===== config.mk =====
export PLATFORM = sky130hd
export DESIGN_NAME = uart_mmio
export DESIGN_NICKNAME = d
export VERILOG_FILES = /design/src/rtl/uart_mmio.sv
export SDC_FILE = /design/constraint.sdc
export NUM_CORES = 1
export LEC_CHECK = 0
export BUFFER_PORTS_ARGS = -buffer_cell sky130_fd_sc_hd__buf_4
export CORE_MARGIN = 2
export CORE_UTILIZATION = 51
export DETAILED_ROUTE_END_ITERATION = 10
export MAX_ROUTING_LAYER = met4
export PLACE_DENSITY = 0.77
export SETUP_SLACK_MARGIN = 0.3
export SKIP_LAST_GASP = 1
export SYNTH_ARGS = -nofsm -noshare
export SYNTH_HDL_FRONTEND = slang
export SYNTH_SLANG_ARGS = --single-unit
export TNS_END_PERCENT = 10

===== constraint.sdc =====
create_clock -name clk -period 3.1 [get_ports clk]
set_input_delay 0 -clock clk [delete_from_list [all_inputs] [get_ports clk]]
set_output_delay 0 -clock clk [all_outputs]
set_load 0.02 [all_outputs]

===== src/rtl/uart_mmio.sv =====
// Memory-mapped 8N1 UART (TXD/RXD/CON) on the MEM-stage data bus.
// Define UART_IRQ_EN to add the irq output and writable interrupt enables CON[1:0].
module uart_mmio #(
  parameter int          CLKS_PER_BIT = 10417,
  parameter logic [31:0] ADDR_TXD     = 32'h4000_0018,
  parameter logic [31:0] ADDR_RXD     = 32'h4000_001C,
  parameter logic [31:0] ADDR_CON     = 32'h4000_0020
) (
  input  logic        clk,
  input  logic        reset,
  input  logic [31:0] Address,
  input  logic [31:0] Write_data,
  input  logic        MemRead,
  input  logic        MemWrite,
  output logic [31:0] Read_data,
  input  logic        uart_rx,
  output logic        uart_tx
`ifdef UART_IRQ_EN
  ,
  output logic        irq
`endif
);

  localparam int            CW        = $clog2(CLKS_PER_BIT);
  localparam logic [CW-1:0] BIT_LAST  = CW'(CLKS_PER_BIT - 1);
  localparam logic [CW-1:0] HALF_LAST = CW'(CLKS_PER_BIT / 2 - 1);

  typedef enum logic [1:0] {TX_IDLE, TX_START, TX_DATA, TX_STOP} tx_state_t;
  typedef enum logic [1:0] {RX_IDLE, RX_START, RX_DATA, RX_STOP} rx_state_t;

  logic w_hit_txd, w_hit_rxd, w_hit_con;
  logic w_wr_txd, w_rd_rxd, w_rd_con;
  logic [1:0] w_ie;
  logic w_unused_wdata;

  assign w_hit_txd = (Address == ADDR_TXD);
  assign w_hit_rxd = (Address == ADDR_RXD);
  assign w_hit_con = (Address == ADDR_CON);
  assign w_rd_rxd  = MemRead && w_hit_rxd;
  assign w_rd_con  = MemRead && w_hit_con;
  assign w_unused_wdata = ^Write_data[31:8];

  tx_state_t     r_tx_state;
  logic [CW-1:0] r_tx_cnt;
  logic [2:0]    r_tx_idx;
  logic [7:0]    r_tx_shift;
  logic [7:0]    r_txd;
  logic          r_tx_busy;
  logic          r_tx_done;
  logic          r_tx_line;

  assign w_wr_txd = MemWrite && w_hit_txd && !r_tx_busy;
  assign uart_tx  = r_tx_line;

  // A CON read clears tx_done first; a completing stop bit in the same cycle overrides it.
  always_ff @(posedge clk or negedge reset) begin
    if (!reset) begin
      r_tx_state <= TX_IDLE;
      r_tx_cnt   <= '0;
      r_tx_idx   <= '0;
      r_tx_shift <= '0;
      r_txd      <= '0;
      r_tx_busy  <= 1'b0;
      r_tx_done  <= 1'b0;
      r_tx_line  <= 1'b1;
    end else begin
      if (w_rd_con) r_tx_done <= 1'b0;
      case (r_tx_state)
        TX_IDLE: begin
          if (w_wr_txd) begin
            r_txd      <= Write_data[7:0];
            r_tx_shift <= Write_data[7:0];
            r_tx_busy  <= 1'b1;
            r_tx_line  <= 1'b0;
            r_tx_cnt   <= '0;
            r_tx_state <= TX_START;
          end
        end
        default: begin
          if (r_tx_cnt != BIT_LAST) begin
            r_tx_cnt <= r_tx_cnt + CW'(1);
          end else begin
            r_tx_cnt <= '0;
            case (r_tx_state)
              TX_START: begin
                r_tx_line  <= r_tx_shift[0];
                r_tx_idx   <= '0;
                r_tx_state <= TX_DATA;
              end
              TX_DATA: begin
                if (r_tx_idx == 3'd7) begin
                  r_tx_line  <= 1'b1;
                  r_tx_state <= TX_STOP;
                end else begin
                  r_tx_line  <= r_tx_shift[1];
                  r_tx_shift <= r_tx_shift >> 1;
                  r_tx_idx   <= r_tx_idx + 3'd1;
                end
              end
              TX_STOP: begin
                r_tx_busy  <= 1'b0;
                r_tx_done  <= 1'b1;
                r_tx_state <= TX_IDLE;
              end
              default: ;
            endcase
          end
        end
      endcase
    end
  end

  rx_state_t     r_rx_state;
  logic [CW-1:0] r_rx_cnt;
  logic [2:0]    r_rx_idx;
  logic [7:0]    r_rx_shift;
  logic [7:0]    r_rxd;
  logic          r_rx_ready;
  logic          r_rx_s1, r_rx_s2, r_rx_prev;

  // Synchroniser flops reset to the idle-high line level so reset never looks like a start edge.
  always_ff @(posedge clk or negedge reset) begin
    if (!reset) begin
      r_rx_s1    <= 1'b1;
      r_rx_s2    <= 1'b1;
      r_rx_prev  <= 1'b1;
      r_rx_state <= RX_IDLE;
      r_rx_cnt   <= '0;
      r_rx_idx   <= '0;
      r_rx_shift <= '0;
      r_rxd      <= '0;
      r_rx_ready <= 1'b0;
    end else begin
      r_rx_s1   <= uart_rx;
      r_rx_s2   <= r_rx_s1;
      r_rx_prev <= r_rx_s2;
      if (w_rd_rxd || w_rd_con) r_rx_ready <= 1'b0;
      case (r_rx_state)
        RX_IDLE: begin
          if (r_rx_prev && !r_rx_s2) begin
            r_rx_cnt   <= '0;
            r_rx_state <= RX_START;
          end
        end
        RX_START: begin
          if (r_rx_cnt != HALF_LAST) begin
            r_rx_cnt <= r_rx_cnt + CW'(1);
          end else begin
            r_rx_cnt   <= '0;
            r_rx_idx   <= '0;
            r_rx_state <= r_rx_s2 ? RX_IDLE : RX_DATA;
          end
        end
        RX_DATA: begin
          if (r_rx_cnt != BIT_LAST) begin
            r_rx_cnt <= r_rx_cnt + CW'(1);
          end else begin
            r_rx_cnt   <= '0;
            r_rx_shift <= {r_rx_s2, r_rx_shift[7:1]};
            r_rx_idx   <= r_rx_idx + 3'd1;
            if (r_rx_idx == 3'd7) r_rx_state <= RX_STOP;
          end
        end
        RX_STOP: begin
          if (r_rx_cnt != BIT_LAST) begin
            r_rx_cnt <= r_rx_cnt + CW'(1);
          end else begin
            r_rx_cnt   <= '0;
            r_rx_state <= RX_IDLE;
            if (r_rx_s2) begin
              r_rxd      <= r_rx_shift;
              r_rx_ready <= 1'b1;
            end
          end
        end
        default: r_rx_state <= RX_IDLE;
      endcase
    end
  end

`ifdef UART_IRQ_EN
  logic [1:0] r_ie;
  logic       w_wr_con;

  assign w_wr_con = MemWrite && w_hit_con;

  always_ff @(posedge clk or negedge reset) begin
    if (!reset)        r_ie <= 2'b00;
    else if (w_wr_con) r_ie <= Write_data[1:0];
  end

  assign w_ie = r_ie;
  assign irq  = (r_ie[0] & r_tx_done) | (r_ie[1] & r_rx_ready);
`else
  assign w_ie = 2'b00;
`endif

  always_comb begin
    Read_data = '0;
    if (MemRead) begin
      if (w_hit_txd)      Read_data = {24'h0, r_txd};
      else if (w_hit_rxd) Read_data = {24'h0, r_rxd};
      else if (w_hit_con) Read_data = {27'h0, r_tx_busy, r_rx_ready, r_tx_done, w_ie};
    end
  end

endmodule


==> impl_metrics.sql, run 1 <==
INSERT INTO impl_metrics (metric_group, metric, value, unit) VALUES
('outcome', 'result_of_the_run', 'finished, final reports clean', ''),
('grt', 'first_global_vias', '3229', ''),
('synthesis', 'synth_enable_flop_cells', '0', ''),
('power', 'peakVddDrop', '0.278', 'mV'),
('synthesis', 'synth_top_area_share', '43.3', '%'),
('die', 'die-width', '94.9', 'um'),
('route', 'post_drt_wl_per_cell', '14.5', 'um'),
('clock_tree', 'h-tree-depth', '3', ''),
('setup_path', 'critical-path-max-stage-delay', '0.59', 'ns'),
('finish', 'antenna-diode-count', '0', ''),
('timing', 'clock.fmax', '405', 'MHz'),
('timing', 'hold_fails_final_rpt', '0', ''),
('setup_path', 'critical_path_class', 'reg2reg', ''),
('timing', 'grt_setup_unrepaired', 'false', ''),
('synthesis', 'post_syn_instances', '425', ''),
('setup_path', 'critical_path_required', '3.32', 'ns'),
('die', 'fp.coreArea', '8090', 'um^2'),
('synthesis', 'yosysMostFrequentCell', 'dfrtp_1', ''),
('clock_tree', 'number_of_cells_upsized_or_downsized_after_cts', '0', ''),
('timing', 'period_needed', '2.47', 'ns'),
('grt', 'most_heavily_used_metal_layer_in_global_routing', 'met2', ''),
('synthesis', 'synth_top_cells_by_area', 'dfrtp_1 (43%), nand2_1 (4.8%), buf_4 (4.3%), mux2_2 (4.3%), ha_1 (3.6%)', ''),
('finish', 'final_layout_size_suffix_gt1_share', '22.3', '%'),
('route', 'drcViolationCount', '0', ''),
('synthesis', 'post_synth.cell_area_avg', '9.92', 'um^2'),
('synthesis', 'synthDominantAreaCellType', 'dfrtp_1', ''),
('place', 'io_buffer_count', '53', ''),
('setup_path', 'timing.critical_path.fanout_max', '9', ''),
('route', 'routed_wl', '8650', 'um'),
('grt', 'first_pass_grt_wire_length', '14900', 'um'),
('timing', 'relSlewSlack', '37.1', '%'),
('setup_path', 'crit_slowest_cell', 'or4b_4', ''),
('setup_path', 'crit_arrival', '2.69', 'ns'),
('synthesis', 'synth-warning-count', '0', ''),
('timing', 'clock_skew', '0.0108', 'ns'),
('setup_path', 'category_of_the_worst_setup_path_capture_point', 'flip-flop', ''),
('grt', 'grtUsageMet2', '34.2', '%'),
('route', 'first_pass_iters', '4', ''),
('grt', 'grt_overflow_total', '0', ''),
('finish', 'design.final.nets', '569', ''),
('worst_hold_path', 'hold_class', 'in2reg', ''),
('clock_tree', 'insertion_delay', '0.34', 'ns'),
('synthesis', 'synth_adder_area_share', '3.56', '%'),
('finish', 'final_util', '60.7', '%'),
('die', 'die-area', '9010', 'um^2'),
('timing', 'finalSetupViolations', '0', ''),
('synthesis', 'syn_area', '4220', 'um^2'),
('timing', 'tightest_slew', '0.944', 'ns'),
('place', 'routabilityCongestion', '0.908', ''),
('clock_tree', 'cts_tree', 'built', ''),
('grt', 'grt_start_max_net_pins', '78', ''),
('synthesis', 'synth_top_family_by_area', 'simple AND/OR/NAND/NOR gates', ''),
('synthesis', 'synth_xor_xnor_area_share', '1.87', '%'),
('route', 'detailroute.via_count', '3371', ''),
('timing', 'timing.setup.tns', '0', 'ns'),
('synthesis', 'synth.lib_cells_used.distinct', '64', ''),
('power', 'cellLeakagePower', '2.29', 'nW'),
('die', 'total_number_of_placement_rows', '33', ''),
('finish', 'areaGrowthSynthToFinish', '16.5', '%'),
('synthesis', 'synth-compound-area-share', '15.4', '%'),
('setup_path', 'path_cells', 'or4b_4 -> nor4_4 -> nand2_1 -> nor2_4 -> mux2_2', ''),
('grt', 'grt_util_all_layers', '21.4', '%'),
('grt', 'met1_resource_use_gr', '28.1', '%'),
('grt', 'grt_antenna_before_repair', '0', ''),
('synthesis', 'ys_async_sr_fraction', '100', '%'),
('route', 'first_iter_violations', '144', ''),
('clock_tree', 'clock_tree.buffer_depth', '2', ''),
('clock_tree', 'cts_root_buf', 'clkbuf_8', ''),
('power', 'cellPowerDensity', '440', 'nW/um^2'),
('die', 'pin_count', '102', ''),
('synthesis', 'most_frequent_cells_after_synthesis', 'dfrtp_1 (73), nand2_1 (54), nor2_1 (30)', '');
-- critical path, delay by kind of cell, from the launching register on --
family	cells	cell delay [ns]
DFF	1	0.46
muxes	1	0.38
and+or+nand+nor	4	1.51
-- layout by cell type (no fill, tap or decap), types with 3 or more instances in the layout --
cell type / synthesis / final
o21a_1: 7 / 7
a211oi_1: 3 / 3
xnor2_1: 6 / 6
conb_1: 1 / 24
a21o_1: 8 / 8
dlygate4sd3_1: 0 / 10
dfstp_2: 4 / 4
xor2_1: 3 / 3
nand4_1: 4 / 4
nor2_1: 30 / 30
nor2b_1: 3 / 3
and4_1: 3 / 3
a21oi_1: 12 / 12
buf_4: 24 / 56
a22oi_1: 5 / 5
ha_1: 12 / 12
and3_1: 6 / 6
o31ai_1: 5 / 5
a31oi_1: 4 / 4
nor3_1: 12 / 12
inv_1: 16 / 16
mux2_2: 16 / 16
o22a_1: 7 / 7
dfrtp_1: 73 / 73
a222oi_1: 3 / 3
a22o_1: 5 / 5
nand3_1: 14 / 14
or3b_2: 3 / 3
nand2b_1: 5 / 5
clkbuf_8: 0 / 9
o21ai_0: 19 / 19
nand2_1: 54 / 54
nor4_1: 6 / 6
-- cell type report --
cell class	count	area (um^2)
Multi-Input combinational cell	318	2080
Clock inverter	5	58.8
Tap cell	105	131
Fill cell	685	3180
Timing Repair Buffer	66	520
Inverter	16	60.1
Sequential cell	77	1930
Clock buffer	11	131
-- final timing paths --
path	cells past startpoint	slack [ns]	to	start
setup / recovery	5	0.63	r_rx_shift[4]$_DFFE_PN0P_	r_rx_cnt[3]$_DFFE_PN0P_
max in group asynchronous	2	2.15	r_tx_cnt[10]$_DFFE_PN0P_	reset
hold / removal	5	0.05	r_tx_done$_DFF_PN0_	Address[3]
setup reg to reg	5	0.63	r_rx_shift[4]$_DFFE_PN0P_	r_rx_cnt[3]$_DFFE_PN0P_
hold reg to reg	0	0.36	r_rx_s2$_DFF_PN1_	r_rx_s1$_DFF_PN1_
min in group asynchronous	2	0.34	r_rxd[1]$_DFFE_PN0P_	reset
-- sequential cells by signal (all words and copies together) (netlist names), 2 cells and up, named ones only --
register and flops:
r_tx_shift 8, r_rx_shift 8, r_tx_state 2, r_tx_cnt 14, r_tx_idx 3, r_rxd 8, r_rx_idx 3, r_txd 8
r_rx_cnt 14
-- power by group --
part	switching (mW)	internal (mW)
Clock	0.368	0.374
Combinational	0.184	0.128
Sequential	0.0641	1.04
Total	0.616	1.54
-- kinds of logic after synthesis --
group	Yosys count
DFF	77
buffers and inverters	53
other	1
xor gates and xnor gates	9
muxes	17
AOI/OAI and AO/OA	91
and+or+nand+nor	165
adders and majority gates	12
-- layer usage --
| metal | part of all wire [%] | routed length (um) |
|---|---|---|
| met1 | 46 | 3960 |
| met3 | 4.7 | 410 |
| met4 | 0.66 | 57 |
| met2 | 49 | 4230 |
| met5 | 0 | 0 |
-- per-stage QoR --
step	total power [mW]	std cells	hold WS [ns]	cell area, um^2	setup WS, ns
5_1_grt	2.27	598	0.0836	4910	0.538
2_1_floorplan	1.34	448	-0.296	4300	0.892
4_1_cts	2.18	598	0.0411	4910	0.646
3_5_place_dp	1.43	572	0.110	4620	0.675
3_3_place_gp	1.41	572	0.110	4620	0.725
6_report	2.16	598	0.0505	4910	0.633
-- timing repair --
action,4_1_cts,5_1_grt
endpoints found under the setup margin,0,0
setup buffers,0,0
endpoints found under the hold margin,86,0
hold buffers,10,0
No activity file was read; power rests on OpenSTA's default activity.
==> run 2, diff against run 1 <==
- ABC_AREA: not set -> 1
- PLACE_DENSITY: 0.77 -> 0.76
- clock period: 3.1 -> 2.3 ns (I/O delays scaled with it)
==> run 2 against run 1 <==
Synthesized cell count rose by 40%. Register-to-register slack lost 0.20 ns. Area after synthesis increased by 7.1%. Power rose by 46%. Critical path type unchanged. Largest cell class unchanged.
==> impl_metrics.sql, run 2 <==
INSERT INTO impl_metrics (metric_group, metric, value, unit) VALUES
('clock_tree', 'post_cts_buffers', '0', ''),
('flow_run', 'drv.max_cap_violation_count', '0', ''),
('timing', 'tightest_slew', '0.946', 'ns'),
('clock_tree', 'clk_transition_reported_paths', '0.09', 'ns'),
('place', 'place_hpwl', '7090', 'um'),
('power', 'share_clk_of_total_power', '38.4', '%'),
('die', 'die-width', '98.1', 'um'),
('setup_path', 'critical_path_class', 'reg2reg', ''),
('synthesis', 'synth.lib_cells_used.distinct', '36', ''),
('finish', 'antenna-diode-count', '0', ''),
('route', 'antenna_left', '0', ''),
('timing', 'hold_fails_final_rpt', '0', ''),
('route', 'post_drt_wl_per_cell', '12.4', 'um'),
('setup_path', 'category_of_the_worst_setup_path_capture_point', 'flip-flop', ''),
('setup_path', 'crit_arrival', '2.11', 'ns'),
('synthesis', 'ys_async_sr_fraction', '100', '%'),
('grt', 'first_pass_grt_wire_length', '16800', 'um'),
('place', 'dp_cells', '750', ''),
('finish', 'layout_commonest_cell', 'nand2_1', ''),
('place', 'routabilityCongestion', '0.967', ''),
('synthesis', 'most_frequent_cells_after_synthesis', 'nand2_1 (143), inv_1 (78), dfrtp_1 (73)', ''),
('outcome', 'result_of_the_run', 'finished, final reports clean', ''),
('timing', 'final_min_period_over_clock_period', '81.1', '%'),
('power', 'cellPowerDensity', '597', 'nW/um^2'),
('synthesis', 'post_synth.cell_area_avg', '7.57', 'um^2'),
('setup_path', 'timing.critical_path.from_type', 'flip-flop', ''),
('die', 'die-area', '9620', 'um^2'),
('power', 'intPower', '2.22', 'mW'),
('power', 'cellLeakagePower', '2.59', 'nW'),
('route', 'first_pass_iters', '5', ''),
('power', 'total_switching_power', '927', 'uW'),
('worst_hold_path', 'hold_class', 'in2reg', ''),
('clock_tree', 'insertion_delay', '0.35', 'ns'),
('grt', 'first_global_vias', '3921', ''),
('die', 'pin_count', '102', ''),
('synthesis', 'ys.flop_type', 'dfrtp_1', ''),
('timing', 'clock.fmax', '536', 'MHz'),
('grt', 'grt_start_max_net_pins', '78', ''),
('clock_tree', 'cts_root_buf', 'clkbuf_8', ''),
('synthesis', 'synth_top_cells_by_area', 'dfrtp_1 (40%), nand2_1 (12%), inv_1 (6.5%), nand3_1 (5.3%), nor2_1 (4.4%)', ''),
('clock_tree', 'h-tree-depth', '3', ''),
('worst_hold_path', 'worstHoldPathCells', '4', ''),
('power', 'power_switching_share', '29.4', '%'),
('timing', 'grt_setup_unrepaired', 'true', ''),
('route', 'first_iter_violations', '188', ''),
('place', 'io_buffer_count', '53', ''),
('power', 'peakVddDrop', '0.510', 'mV'),
('synthesis', 'post_syn_instances', '596', ''),
('place', 'post-place-ws', '0.392', 'ns'),
('finish', 'most-common-layout-cells', 'nand2_1 (143), inv_1 (78), dfrtp_1 (73)', ''),
('clock_tree', 'clock_tree.buffer_depth', '2', ''),
('synthesis', 'synth-seq-cells', '77', ''),
('worst_hold_path', 'min-delay-start', 'MemRead', ''),
('finish', 'areaGrowthSynthToFinish', '16.9', '%'),
('synthesis', 'syn_area', '4510', 'um^2'),
('clock_tree', 'cts_inserted_buffers', '9', ''),
('die', 'initial_core_util', '52.3', '%'),
('clock_tree', 'cts.sink_count', '77', ''),
('setup_path', 'timing.critical_path.fanout_max', '17', ''),
('finish', 'instances_no_fill', '776', ''),
('timing', 'period_needed', '1.86', 'ns'),
('grt', 'grt_overflow_total', '0', ''),
('route', 'routed_wl', '9590', 'um'),
('die', 'chipHeight', '98.1', 'um'),
('finish', 'final_util', '61.1', '%'),
('timing', 'timing.setup.tns', '0', 'ns'),
('synthesis', 'synthDominantAreaCellType', 'dfrtp_1', ''),
('synthesis', 'synth_top_area_share', '40.5', '%'),
('timing', 'finalSetupViolations', '0', ''),
('synthesis', 'synth.yosys.seq_area_share', '42.8', '%'),
('setup_path', 'r2r_setup_slack', '0.44', 'ns'),
('worst_hold_path', 'worst_hold_path.endpoint', 'r_rx_ready$_DFF_PN0_', ''),
('route', 'drcViolationCount', '0', ''),
('setup_path', 'timing.rr.end', 'r_rxd[3]$_DFFE_PN0P_', ''),
('timing', 'slew_violations', '0', ''),
('synthesis', 'yosysMostFrequentCell', 'nand2_1', ''),
('power', 'design_power_total', '3.15', 'mW'),
('power', 'comb_power_share', '14.4', '%'),
('grt', 'grt_antenna_before_repair', '0', ''),
('synthesis', 'synth-warning-count', '0', ''),
('finish', 'top_regs', 'r_rx_cnt x14, r_tx_cnt x14', ''),
('die', 'fp.coreArea', '8640', 'um^2'),
('grt', 'grt_util_all_layers', '21.6', '%'),
('synthesis', 'synth_enable_flop_cells', '0', ''),
('clock_tree', 'cts_tree', 'built', ''),
('timing', 'clock_skew', '0.0116', 'ns'),
('finish', 'design.final.nets', '744', ''),
('route', 'routed_via_density', '5.14', ''),
('die', 'total_number_of_placement_rows', '34', ''),
('finish', 'final_layout_size_suffix_gt1_share', '15.6', '%'),
('power', 'power_frac_seq', '47.2', '%'),
('timing', 'relSlewSlack', '36.9', '%'),
('timing', 'worst_slack', '0.436', 'ns'),
('setup_path', 'reg2reg_depth', '7', ''),
('setup_path', 'critical_path_required', '2.55', 'ns'),
('route', 'detailroute.via_count', '3992', ''),
('setup_path', 'rr_startpoint', 'r_rx_cnt[0]$_DFFE_PN0P_', '');
[run 2: changes by cell type after synthesis, sizes merged, moves of 17 or more]
cell   before  now
mux2       17    0
o21ai      21   57
nand2      54  146
inv        16   86
nor2       32   56
nand3      14   50
[run 2: area by class of cell]
cell class | instances | area (um^2)
sequential | 77 | 1930
inverter | 86 | 323
clock inverter | 7 | 111
multi-input combinational | 421 | 2110
tap | 108 | 135
clock buffer | 9 | 124
timing repair buffer | 68 | 536
fill | 771 | 3360
[run 2: layer usage]
layer | track usage, % | up-vias | wire length [um]
li1 | - | 2007 | -
met4 | 6.09 | 0 | 148
met5 | - | - | 0
met3 | 4.94 | 17 | 477
met1 | 26.6 | 1859 | 4190
met2 | 35.9 | 109 | 4780
[run 2: worst max-delay path by stage]
| stage | start | endpoint | slack (ns) | depth (start not counted) |
|---|---|---|---|---|
| 6_report | r_rx_cnt[0]$_DFFE_PN0P_ | r_rxd[3]$_DFFE_PN0P_ | 0.44 | 7 |
| 5_1_grt | r_tx_cnt[0]$_DFFE_PN0P_ | r_tx_busy$_DFFE_PN0P_ | 0.28 | 11 |
| 4_1_cts | r_rx_cnt[0]$_DFFE_PN0P_ | r_rxd[3]$_DFFE_PN0P_ | 0.34 | 7 |
| 3_5_place_dp | r_rx_cnt[0]$_DFFE_PN0P_ | r_rxd[2]$_DFFE_PN0P_ | 0.39 | 7 |
| 3_3_place_gp | r_rx_cnt[0]$_DFFE_PN0P_ | r_rxd[0]$_DFFE_PN0P_ | 0.44 | 7 |
| 2_1_floorplan | r_tx_state[0]$_DFFE_PN0P_ | r_tx_shift[4]$_DFFE_PN0P_ | 0.67 | 9 |
[run 2: metrics by stage]
step                hold WS, ns  instance area, um^2
floorplan                -0.296                 4600
global placement          0.111                 4920
detailed placement        0.109                 4920
CTS                      0.0162                 5260
global route             0.0490                 5280
finish                   0.0309                 5280
[run 2: critical path, cell delays in order, from the launching register on]
cell and delay (ns):
dfrtp_1 0.40, inv_1 0.11, ha_1 0.20, nand4_1 0.16, nor4_4 0.33, nand3_4 0.30
nand2_1 0.18, o21ai_2 0.06
[run 2: power by group through the flow]
stage	Clock, mW	Sequential (mW)	Combinational (mW)
finish	1.21	1.49	0.452
global route	1.30	1.50	0.525
CTS	1.24	1.48	0.455
detailed placement	0	1.51	0.437
global placement	0	1.51	0.418
floorplan	0	1.49	0.314
[run 2: kinds of logic after synthesis]
logic type | count (synthesis) | share of synthesized area [%]
DFF | 77 | 42.8
and+or+nand+nor | 285 | 27.6
buffers and inverters | 121 | 12.6
AOI/OAI and AO/OA | 87 | 11.0
adders and majority gates | 12 | 3.33
other | 1 | 0.0831
muxes | 6 | 1.33
xor gates and xnor gates | 7 | 1.36
[run 2: what timing repair did]
| action | in CTS | in global routing |
|---|---|---|
| hold buffers | 10 | 0 |
| hold endpoints to repair | 90 | 0 |
| resized for setup | 0 | 2 |
| endpoints found under the setup margin | 0 | 12 |
